==> config.mk <==
export PLATFORM = sky130hd
export DESIGN_NAME = timer_display_scan
export DESIGN_NICKNAME = d
export VERILOG_FILES = /design/src/rtl/timer_disp_pkg.sv /design/src/rtl/bcd_to_seg7.sv /design/src/rtl/timer_display_scan.sv
export SDC_FILE = /design/constraint.sdc
export NUM_CORES = 1
export LEC_CHECK = 0
export CAP_MARGIN = 20
export CORE_MARGIN = 2
export CORE_UTILIZATION = 54
export CTS_CLUSTER_SIZE = 10
export DETAILED_ROUTE_END_ITERATION = 12
export PLACE_DENSITY = 0.79
export SLEW_MARGIN = 20
export SYNTH_ARGS = -nofsm -noshare
export SYNTH_HDL_FRONTEND = slang
export SYNTH_SLANG_ARGS = --single-unit
==> constraint.sdc <==
create_clock -name clk -period 2.6 [get_ports clk]
set_input_delay 0.52 -clock clk [delete_from_list [all_inputs] [get_ports clk]]
set_output_delay 0.52 -clock clk [all_outputs]
set_load 0.05 [all_outputs]
==> src/rtl/timer_disp_pkg.sv <==
`default_nettype none
// +----------------------------------------------------------------------------+
// | Package     : timer_disp_pkg                                               |
// | Description : Shared types and constants for the timer display scanner.    |
// |               Seven-segment glyphs are active-low, ordered {g,f,e,d,c,b,a}.|
// | Revision    : 1.0  initial release                                         |
// +----------------------------------------------------------------------------+
package timer_disp_pkg;

    // Active-low glyphs: a 0 bit lights the segment.
    localparam logic [6:0] SEG7_0     = 7'h40;
    localparam logic [6:0] SEG7_1     = 7'h79;
    localparam logic [6:0] SEG7_2     = 7'h24;
    localparam logic [6:0] SEG7_3     = 7'h30;
    localparam logic [6:0] SEG7_4     = 7'h19;
    localparam logic [6:0] SEG7_5     = 7'h12;
    localparam logic [6:0] SEG7_6     = 7'h02;
    localparam logic [6:0] SEG7_7     = 7'h78;
    localparam logic [6:0] SEG7_8     = 7'h00;
    localparam logic [6:0] SEG7_9     = 7'h10;
    localparam logic [6:0] SEG7_DASH  = 7'h3F;
    localparam logic [6:0] SEG7_BLANK = 7'h7F;

    // All digit enables released (active-low anodes).
    localparam logic [3:0] AN_OFF = 4'b1111;

    // Digit slot order, rightmost digit first.
    typedef enum logic [1:0] {
        SLOT_SEC2  = 2'd0,
        SLOT_SEC1  = 2'd1,
        SLOT_MIN   = 2'd2,
        SLOT_BLANK = 2'd3
    } slot_t;

    // One-cold anode pattern for a slot; the blank slot never drives its digit.
    function automatic logic [3:0] slot_anode(input slot_t slot);
        logic [3:0] v_an;
        case (slot)
            SLOT_SEC2: v_an = 4'b1110;
            SLOT_SEC1: v_an = 4'b1101;
            SLOT_MIN:  v_an = 4'b1011;
            default:   v_an = AN_OFF;
        endcase
        return v_an;
    endfunction

endpackage
`default_nettype wire

==> src/rtl/bcd_to_seg7.sv <==
`default_nettype none
// +----------------------------------------------------------------------------+
// | Module      : bcd_to_seg7                                                  |
// | Description : Combinational BCD to active-low seven-segment decoder.       |
// |               Codes 10-15 show a dash (only segment g lit).                |
// | Ports       : i_bcd [3:0] in  - BCD digit                                  |
// |               o_seg [6:0] out - segments {g,f,e,d,c,b,a}, active-low       |
// | Revision    : 1.0  initial release                                         |
// +----------------------------------------------------------------------------+
module bcd_to_seg7
    import timer_disp_pkg::*;
(
    input  logic [3:0] i_bcd,
    output logic [6:0] o_seg
);

    always_comb begin
        o_seg = SEG7_DASH;
        case (i_bcd)
            4'd0:    o_seg = SEG7_0;
            4'd1:    o_seg = SEG7_1;
            4'd2:    o_seg = SEG7_2;
            4'd3:    o_seg = SEG7_3;
            4'd4:    o_seg = SEG7_4;
            4'd5:    o_seg = SEG7_5;
            4'd6:    o_seg = SEG7_6;
            4'd7:    o_seg = SEG7_7;
            4'd8:    o_seg = SEG7_8;
            4'd9:    o_seg = SEG7_9;
            default: o_seg = SEG7_DASH;
        endcase
    end

endmodule
`default_nettype wire

==> src/rtl/timer_display_scan.sv <==
`default_nettype none
// +----------------------------------------------------------------------------+
// | Module      : timer_display_scan                                           |
// | Description : Scans the countdown timer's BCD digits onto a 4-digit        |
// |               common-anode display as "M.SS". Digits are latched once per  |
// |               scan frame so one frame never mixes two timer values.        |
// |               Flags time-up (live inputs at 0:00).                         |
// | Macro       : TIMEUP_BLINK_EN - when defined, the display blinks while     |
// |               time_up is high (half-period BLINK_DIV cycles).              |
// | Ports       : clk         in  1  system clock                              |
// |               rst         in  1  asynchronous, active-low reset            |
// |               min         in  4  BCD minutes                               |
// |               sec1        in  4  BCD seconds tens                          |
// |               sec2        in  4  BCD seconds units                         |
// |               an          out 4  digit enables, active-low, an[0] right    |
// |               seg         out 7  segments {g,f,e,d,c,b,a}, active-low      |
// |               dp          out 1  decimal point, active-low                 |
// |               time_up     out 1  live inputs read 0:00 (1-cycle latency)   |
// | Revision    : 1.0  initial release                                         |
// +----------------------------------------------------------------------------+
module timer_display_scan
    import timer_disp_pkg::*;
#(
    parameter int SCAN_DIV  = 50000,
    parameter int GUARD     = 16,
    parameter int BLINK_DIV = 25000000
)
(
    input  logic       clk,
    input  logic       rst,
    input  logic [3:0] min,
    input  logic [3:0] sec1,
    input  logic [3:0] sec2,
    output logic [3:0] an,
    output logic [6:0] seg,
    output logic       dp,
    output logic       time_up
);

    localparam int              c_PW        = (SCAN_DIV > 1) ? $clog2(SCAN_DIV) : 1;
    localparam logic [c_PW-1:0] c_PRESC_MAX = c_PW'(SCAN_DIV - 1);
    localparam logic [c_PW-1:0] c_GUARD     = c_PW'(GUARD);

    logic [c_PW-1:0] r_presc;
    slot_t           r_slot;
    logic [3:0]      r_sh_min;
    logic [3:0]      r_sh_sec1;
    logic [3:0]      r_sh_sec2;

    logic            w_presc_wrap;
    logic            w_in_guard;
    logic            w_live_zero;
    logic [3:0]      w_digit;
    logic [6:0]      w_glyph;
    logic            w_phase_next;

    assign w_presc_wrap = (r_presc == c_PRESC_MAX);
    assign w_in_guard   = (r_presc < c_GUARD);
    assign w_live_zero  = (min == 4'd0) && (sec1 == 4'd0) && (sec2 == 4'd0);

    // Only the shadow copies feed the display, never the live inputs.
    always_comb begin
        w_digit = 4'd0;
        case (r_slot)
            SLOT_SEC2: w_digit = r_sh_sec2;
            SLOT_SEC1: w_digit = r_sh_sec1;
            SLOT_MIN:  w_digit = r_sh_min;
            default:   w_digit = 4'd0;
        endcase
    end

    bcd_to_seg7 u_dec (
        .i_bcd (w_digit),
        .o_seg (w_glyph)
    );

`ifdef TIMEUP_BLINK_EN
    localparam int              c_BW        = (BLINK_DIV > 1) ? $clog2(BLINK_DIV) : 1;
    localparam logic [c_BW-1:0] c_BLINK_MAX = c_BW'(BLINK_DIV - 1);

    logic [c_BW-1:0] r_blink_cnt;
    logic            r_blink_on;

    // Phase the blink register will hold after this edge; the anode register
    // uses it so blanking lines up with the phase change rather than lagging.
    always_comb begin
        w_phase_next = 1'b1;
        if (time_up) begin
            w_phase_next = (r_blink_cnt == c_BLINK_MAX) ? ~r_blink_on : r_blink_on;
        end
    end

    // Counter idles at 0 with the phase on so each new time-up starts visible.
    always_ff @(posedge clk or negedge rst) begin
        if (!rst) begin
            r_blink_cnt <= '0;
            r_blink_on  <= 1'b1;
        end else begin
            r_blink_on <= w_phase_next;
            if (!time_up || (r_blink_cnt == c_BLINK_MAX)) begin
                r_blink_cnt <= '0;
            end else begin
                r_blink_cnt <= r_blink_cnt + 1'b1;
            end
        end
    end
`else
    assign w_phase_next = 1'b1;
`endif

    always_ff @(posedge clk or negedge rst) begin
        if (!rst) begin
            r_presc   <= '0;
            r_slot    <= SLOT_SEC2;
            r_sh_min  <= 4'd0;
            r_sh_sec1 <= 4'd0;
            r_sh_sec2 <= 4'd0;
            an        <= AN_OFF;
            seg       <= SEG7_BLANK;
            dp        <= 1'b1;
            time_up   <= 1'b0;
        end else begin
            // Scan timing
            if (w_presc_wrap) begin
                r_presc <= '0;
                r_slot  <= slot_t'(r_slot + 2'd1);
                // Frame boundary: latch a coherent copy of the timer value.
                if (r_slot == SLOT_BLANK) begin
                    r_sh_min  <= min;
                    r_sh_sec1 <= sec1;
                    r_sh_sec2 <= sec2;
                end
            end else begin
                r_presc <= r_presc + 1'b1;
            end

            // Outputs reflect the pre-edge prescaler/slot state.
            if (w_in_guard || (r_slot == SLOT_BLANK) || !w_phase_next) begin
                an <= AN_OFF;
            end else begin
                an <= slot_anode(r_slot);
            end

            seg     <= (w_in_guard || (r_slot == SLOT_BLANK)) ? SEG7_BLANK : w_glyph;
            dp      <= ~(!w_in_guard && (r_slot == SLOT_MIN));
            time_up <= w_live_zero;
        end
    end

endmodule
`default_nettype wire

==> results.cfg, run 1 <==
[worst_setup_path]
slowest_stage = clkdlybuf4s50_1
cp_max_fo = 1
worstSetupPathType = reg2out
r2r-start = r_slot[0]
r2r_end = seg[3]
slowest_delay_ps = 800
r2r_slack_ps = 490
crit_family = buffers and inverters
path_cells = clkdlybuf4s50_1
startpoint_type = flop
required_ps = 2080
crit_arrival_ps = 1620
cp_num_buf_inv = 1
rr_worst_depth = 9
end_kind = output pin

[final_layout]
fillerInstances = 283
final_cell_mix = 31 x dfrtp_1, 24 x clkdlybuf4s50_1, 14 x nor2_1, 13 x mux2_2, 12 x nand2_1
nNetsFinal = 229
final_common_cell = dfrtp_1
num_antenna_cells = 0
areaGrowthSynthToFinish_pct = 18.2
fin_cells = 254
drive_gt1_frac = 0.214

[clock_network]
numCtsBuffers = 5
cts_sinks = 42
cts_setup_buffers = 0
cts_hold_buf = 0
clk_pin_slew_ps = 80
clockBufferDepth = 2
cts-root-buf = clkbuf_8
ctsResizeCount = 0
cts_tree = yes
clock_latency_ps = 300
htree_levels = 2

[logic_synthesis]
synth_nets = 201
synth_edf_count = 0
synth_top_family_by_area = simple AND/OR/NAND/NOR gates
synth_compound_area_frac = 0.0777
yosysWarnings = 0
synth_adder_area_share = 0.0617
synth.avg_cell_area_um2 = 11.5
yosysSeqAreaShare = 0.525
synth_seq_cells = 42
synth-xor-area-share = 0.0561
synth-async-reset-ratio = 1.00
ys_types = 36
synthFlopType = dfrtp_1
synth_area_um2 = 2030
synthCells = 177
muxShareOfSynthArea = 0.0869
synthSimpleGateAreaFrac = 0.155

[grt]
grt_remaining_overflow = 0
grt_pass1_wl_mm = 6.41
antenna_found_initial = 0
grtUsageTotal = 0.202
grt_start_max_net_pins = 43
grt_pass1_vias = 1418

[timing]
max_freq_mhz = 467
tightest_slew_ps = 871
holdWs_ps = 337
finalHoldViolCount = 0
drv_slew = 0
fin_crit_sh = 0.823
post-route-min-period_ps = 2140
fin_skew_ps = 7.35
layout_setup_ws_ps = 461
rsz0062_at_grt = false
slew_headroom = 0.420
fin_tns_setup_ps = 0
setup_violations = 0

[pwr]
powerDensity_nw_per_um2 = 512
finalPower_mw = 1.23
peakVddDrop_mv = 0.354
power_leakage_nw = 1.02

[drt]
route.vias.total = 1414
dr.pass1.iters = 5
drt_wl_total_mm = 3.77
drc_errors = 0
drtAntennaViolNets = 0
first_iter_violations = 65
wire_per_inst_um = 14.8
vias_per_cell = 5.57

[die]
pin_count = 27
die_y_um = 65.3
start_util = 0.559
coreArea_um2 = 3630
die_w_um = 65.3
row_count = 22
dieArea_um2 = 4260

[placement]
place_ws_ps = 513
place_hpwl_mm = 2.78
place_congestion = 0.867
io_buffers = 25
dp_cells = 246

[worst_hold_path]
hold_class = in2async

[outcome]
outcome = finished, final reports clean

[flow_run]
maxCapViolCount = 0
==> worst reg2reg max path, cell delays in order, from the launching register on <==
cell	delay, ps
dfrtp_1	380
inv_1	100
ha_1	270
a222oi_1	470
nor2_1	150
inv_1	160
ha_1	170
o21a_1	130
a21oi_1	40
o21ai_0	170
==> cell families after synthesis <==
group / Yosys count
XOR/XNOR: 13
AND/OR/NAND/NOR: 57
buffers and inverters: 15
flip-flops: 42
other: 1
multiplexers: 16
adder cells (fa/ha/maj): 10
AO/OA/AOI/OAI: 23
==> synth_stat cells, types with 3 or more instances <==
cell type  count  area, um^2
nor2_1        14        52.6
xnor2_1        7        61.3
nor4_1         7        43.8
nand3_1        5        25.0
inv_1          9        33.8
o31ai_1        3        22.5
ha_1          10         125
dfstp_2       11         289
mux2_2        13         146
dfrtp_1       31         776
nand2_1       12        45.0
xor2_1         6        52.6
a222oi_1       4        40.0
o21ai_0        8        40.0
a21oi_1        4        20.0
mux2i_1        3        30.0
nand4_1        4        25.0
nor3_1         4        20.0
==> report_power, final <==
group	total (mW)	switching [mW]	internal, mW
clock	0.414	0.226	0.188
combinational	0.127	0.0761	0.0512
sequential	0.686	0.00844	0.678
==> how the worst max path moves through the flow <==
stage,to,depth (start not counted),from
floorplan,seg[6],10,r_slot[0]
global placement,r_sh_min[3],5,r_presc[0]
detailed placement,seg[3],9,r_slot[0]
CTS,dp,1,dp
global route,seg[0],9,r_slot[0]
finish,dp,1,dp
==> sequential cells by signal (all words and copies together), names as in the netlist <==
register / cells
time_up: 1
r_presc: 16
seg: 7
r_sh_sec2: 4
dp: 1
r_sh_min: 4
r_slot: 2
r_sh_sec1: 4
an: 3
==> per-stage QoR <==
step | util | instance area [um^2]
floorplan | - | 2030
global placement | 0.636 | 2310
detailed placement | 0.636 | 2310
CTS | 0.660 | 2400
global route | 0.660 | 2400
finish | 0.660 | 2400
==> metal layers <==
metal	wire, um	part of all wire	track usage
met5	0	0	0
met4	58	0.015	0.125
met1	1550	0.41	0.240
met3	173	0.046	0.0360
met2	1980	0.53	0.341
==> layout make-up <==
| cell class | instances | area, um^2 | share of cell area |
|---|---|---|---|
| sequential | 42 | 1060 | 0.444 |
| inverter | 9 | 33.8 | 0.0141 |
| timing repair buffer | 27 | 260 | 0.108 |
| clock inverter | 3 | 21.3 | 0.00886 |
| multi-input combinational | 120 | 891 | 0.371 |
| clock buffer | 5 | 68.8 | 0.0287 |
| tap | 48 | 60.1 | 0.0250 |
No activity file was read; power rests on OpenSTA's default activity.
==> inputs of run 2 (changes only) <==
- CORE_UTILIZATION: 54 -> 49
- PLACE_DENSITY: 0.79 -> 0.75
- clock period: 2.6 -> 1.9 ns (I/O delays scaled with it)
==> results.cfg, run 2 (synthesis results as in run 1) <==
[clock_network]
cts_tree = yes
cts_sinks = 42
numCtsBuffers = 5
clk_pin_slew_ps = 80
clockBufferDepth = 2
cts-root-buf = clkbuf_8
htree_levels = 2
clock_latency_ps = 290

[drt]
drt_wl_total_mm = 4.60
vias_per_cell = 5.51
drc_errors = 0
drtAntennaViolNets = 0
first_iter_violations = 168
wire_per_inst_um = 16.4
dr.pass1.iters = 4
route.vias.total = 1542

[final_layout]
fin_area_um2 = 2650
drive_gt1_frac = 0.422
largest_reg_flops = 16
nNetsFinal = 253
areaGrowthSynthToFinish_pct = 30.3
final_common_cell = buf_4
fin_cells = 280
num_antenna_cells = 0
final_cell_mix = 36 x buf_4, 30 x dfrtp_1, 13 x nor2_1, 13 x mux2_2, 13 x clkdlybuf4s50_1
reg_top3 = r_presc (16), seg (7)
max_flop_register = r_presc

[die]
die_y_um = 68.4
die_w_um = 68.4
row_count = 23
dieArea_um2 = 4670
pin_count = 27
start_util = 0.507
coreArea_um2 = 4000

[timing]
setup_violations = 6
max_freq_mhz = 509
layout_setup_ws_ps = -66.2
drv_slew = 0
tightest_slew_ps = 496
fin_skew_ps = 2.48
rsz0062_at_grt = true
post-route-min-period_ps = 1970
fin_tns_setup_ps = -284
holdWs_ps = 20.9
finalHoldViolCount = 0
slew_headroom = 0.668
fin_crit_sh = 1.03

[worst_setup_path]
cp_max_fo = 4
path_cells = inv_4, ha_4, a222oi_1, or2_4, inv_2, ha_1, o21a_1, a21oi_2, o21ai_1
cp_num_buf_inv = 2
required_ps = 2110
slowest_delay_ps = 430
r2r-start = r_slot[0]
worstSetupStartpoint = r_slot[0]
crit_family = compound AO/OA/AOI/OAI gates
end_kind = flop
slowest_stage = a222oi_1
worstSetupPathType = reg2reg
startpoint_type = flop
crit_arrival_ps = 2180

[placement]
place_area_um2 = 2380
io_buffers = 25
dp_cells = 259
place_congestion = 0.920
place_hpwl_mm = 3.17

[flow_run]
maxCapViolCount = 0

[grt]
grt_pass1_wl_mm = 7.36
grt_pass1_vias = 1544
grt_start_max_net_pins = 25
antenna_found_initial = 0
grtUsageTotal = 0.218
grt_remaining_overflow = 0

[pwr]
peakVddDrop_mv = 0.426
power_leakage_nw = 1.16
powerDensity_nw_per_um2 = 659

[outcome]
violations = setup timing
outcome = finished, violations left

[worst_hold_path]
hold_class = in2async
[run 2: power by group]
part | internal (mW) | total, mW | switching (mW)
logic | 0.0873 | 0.207 | 0.120
registers | 0.928 | 0.941 | 0.0136
clock network | 0.292 | 0.595 | 0.303
[run 2: per-layer routing]
| metal | vias up | wire, um | global-route usage |
|---|---|---|---|
| met5 | - | 0 | 0 |
| met4 | 0 | 70 | 0.0950 |
| met3 | 7 | 214 | 0.0526 |
| met2 | 40 | 2450 | 0.373 |
| met1 | 770 | 1870 | 0.261 |
| li1 | 725 | - | - |
[run 2: timing repair]
action | 4_1_cts | 5_1_grt
setup buffers | 7 | 6
resized for setup | 12 | 16
pin swaps | 6 | 8
hold buffers | 0 | 0
endpoints found under the setup margin | 7 | 7
[run 2: metrics by stage]
| stage | util | power, mW | worst slack (ps) |
|---|---|---|---|
| after floorplan | - | 1.05 | 79.4 |
| after global placement | 0.595 | 1.13 | 20.5 |
| after detailed placement | 0.595 | 1.14 | -140 |
| after CTS | 0.641 | 1.74 | -45.5 |
| after global routing | 0.661 | 1.81 | -170 |
| final | 0.661 | 1.74 | -66.2 |
[run 2: worst reg2reg max path: stages, from the launching register on]
cell	delay (ps)
dfrtp_2	420
inv_4	60
ha_4	170
a222oi_1	430
or2_4	220
inv_2	40
ha_1	180
o21a_1	130
a21oi_2	140
o21ai_1	80
[run 2: cell type report]
class | count | area [um^2]
inverters | 9 | 36.3
repair buffers | 51 | 425
well taps | 50 | 62.6
flip-flops and latches | 42 | 1070
clock buffers | 6 | 82.6
multi-input cells | 120 | 960
fillers | 294 | 1360
clock inverters | 2 | 12.5
[run 2: final timing paths]
path | end | slack (ps) | cells after the start
worst max-delay path | seg[0] | -70 | 9
worst min-delay path | r_presc[14] | 20 | 1
worst max register to register | seg[0] | -70 | 9
worst min register to register | r_presc[0] | 500 | 1
max in group asynchronous | seg[2] | 1330 | 2
min in group clk | r_presc[0] | 500 | 1
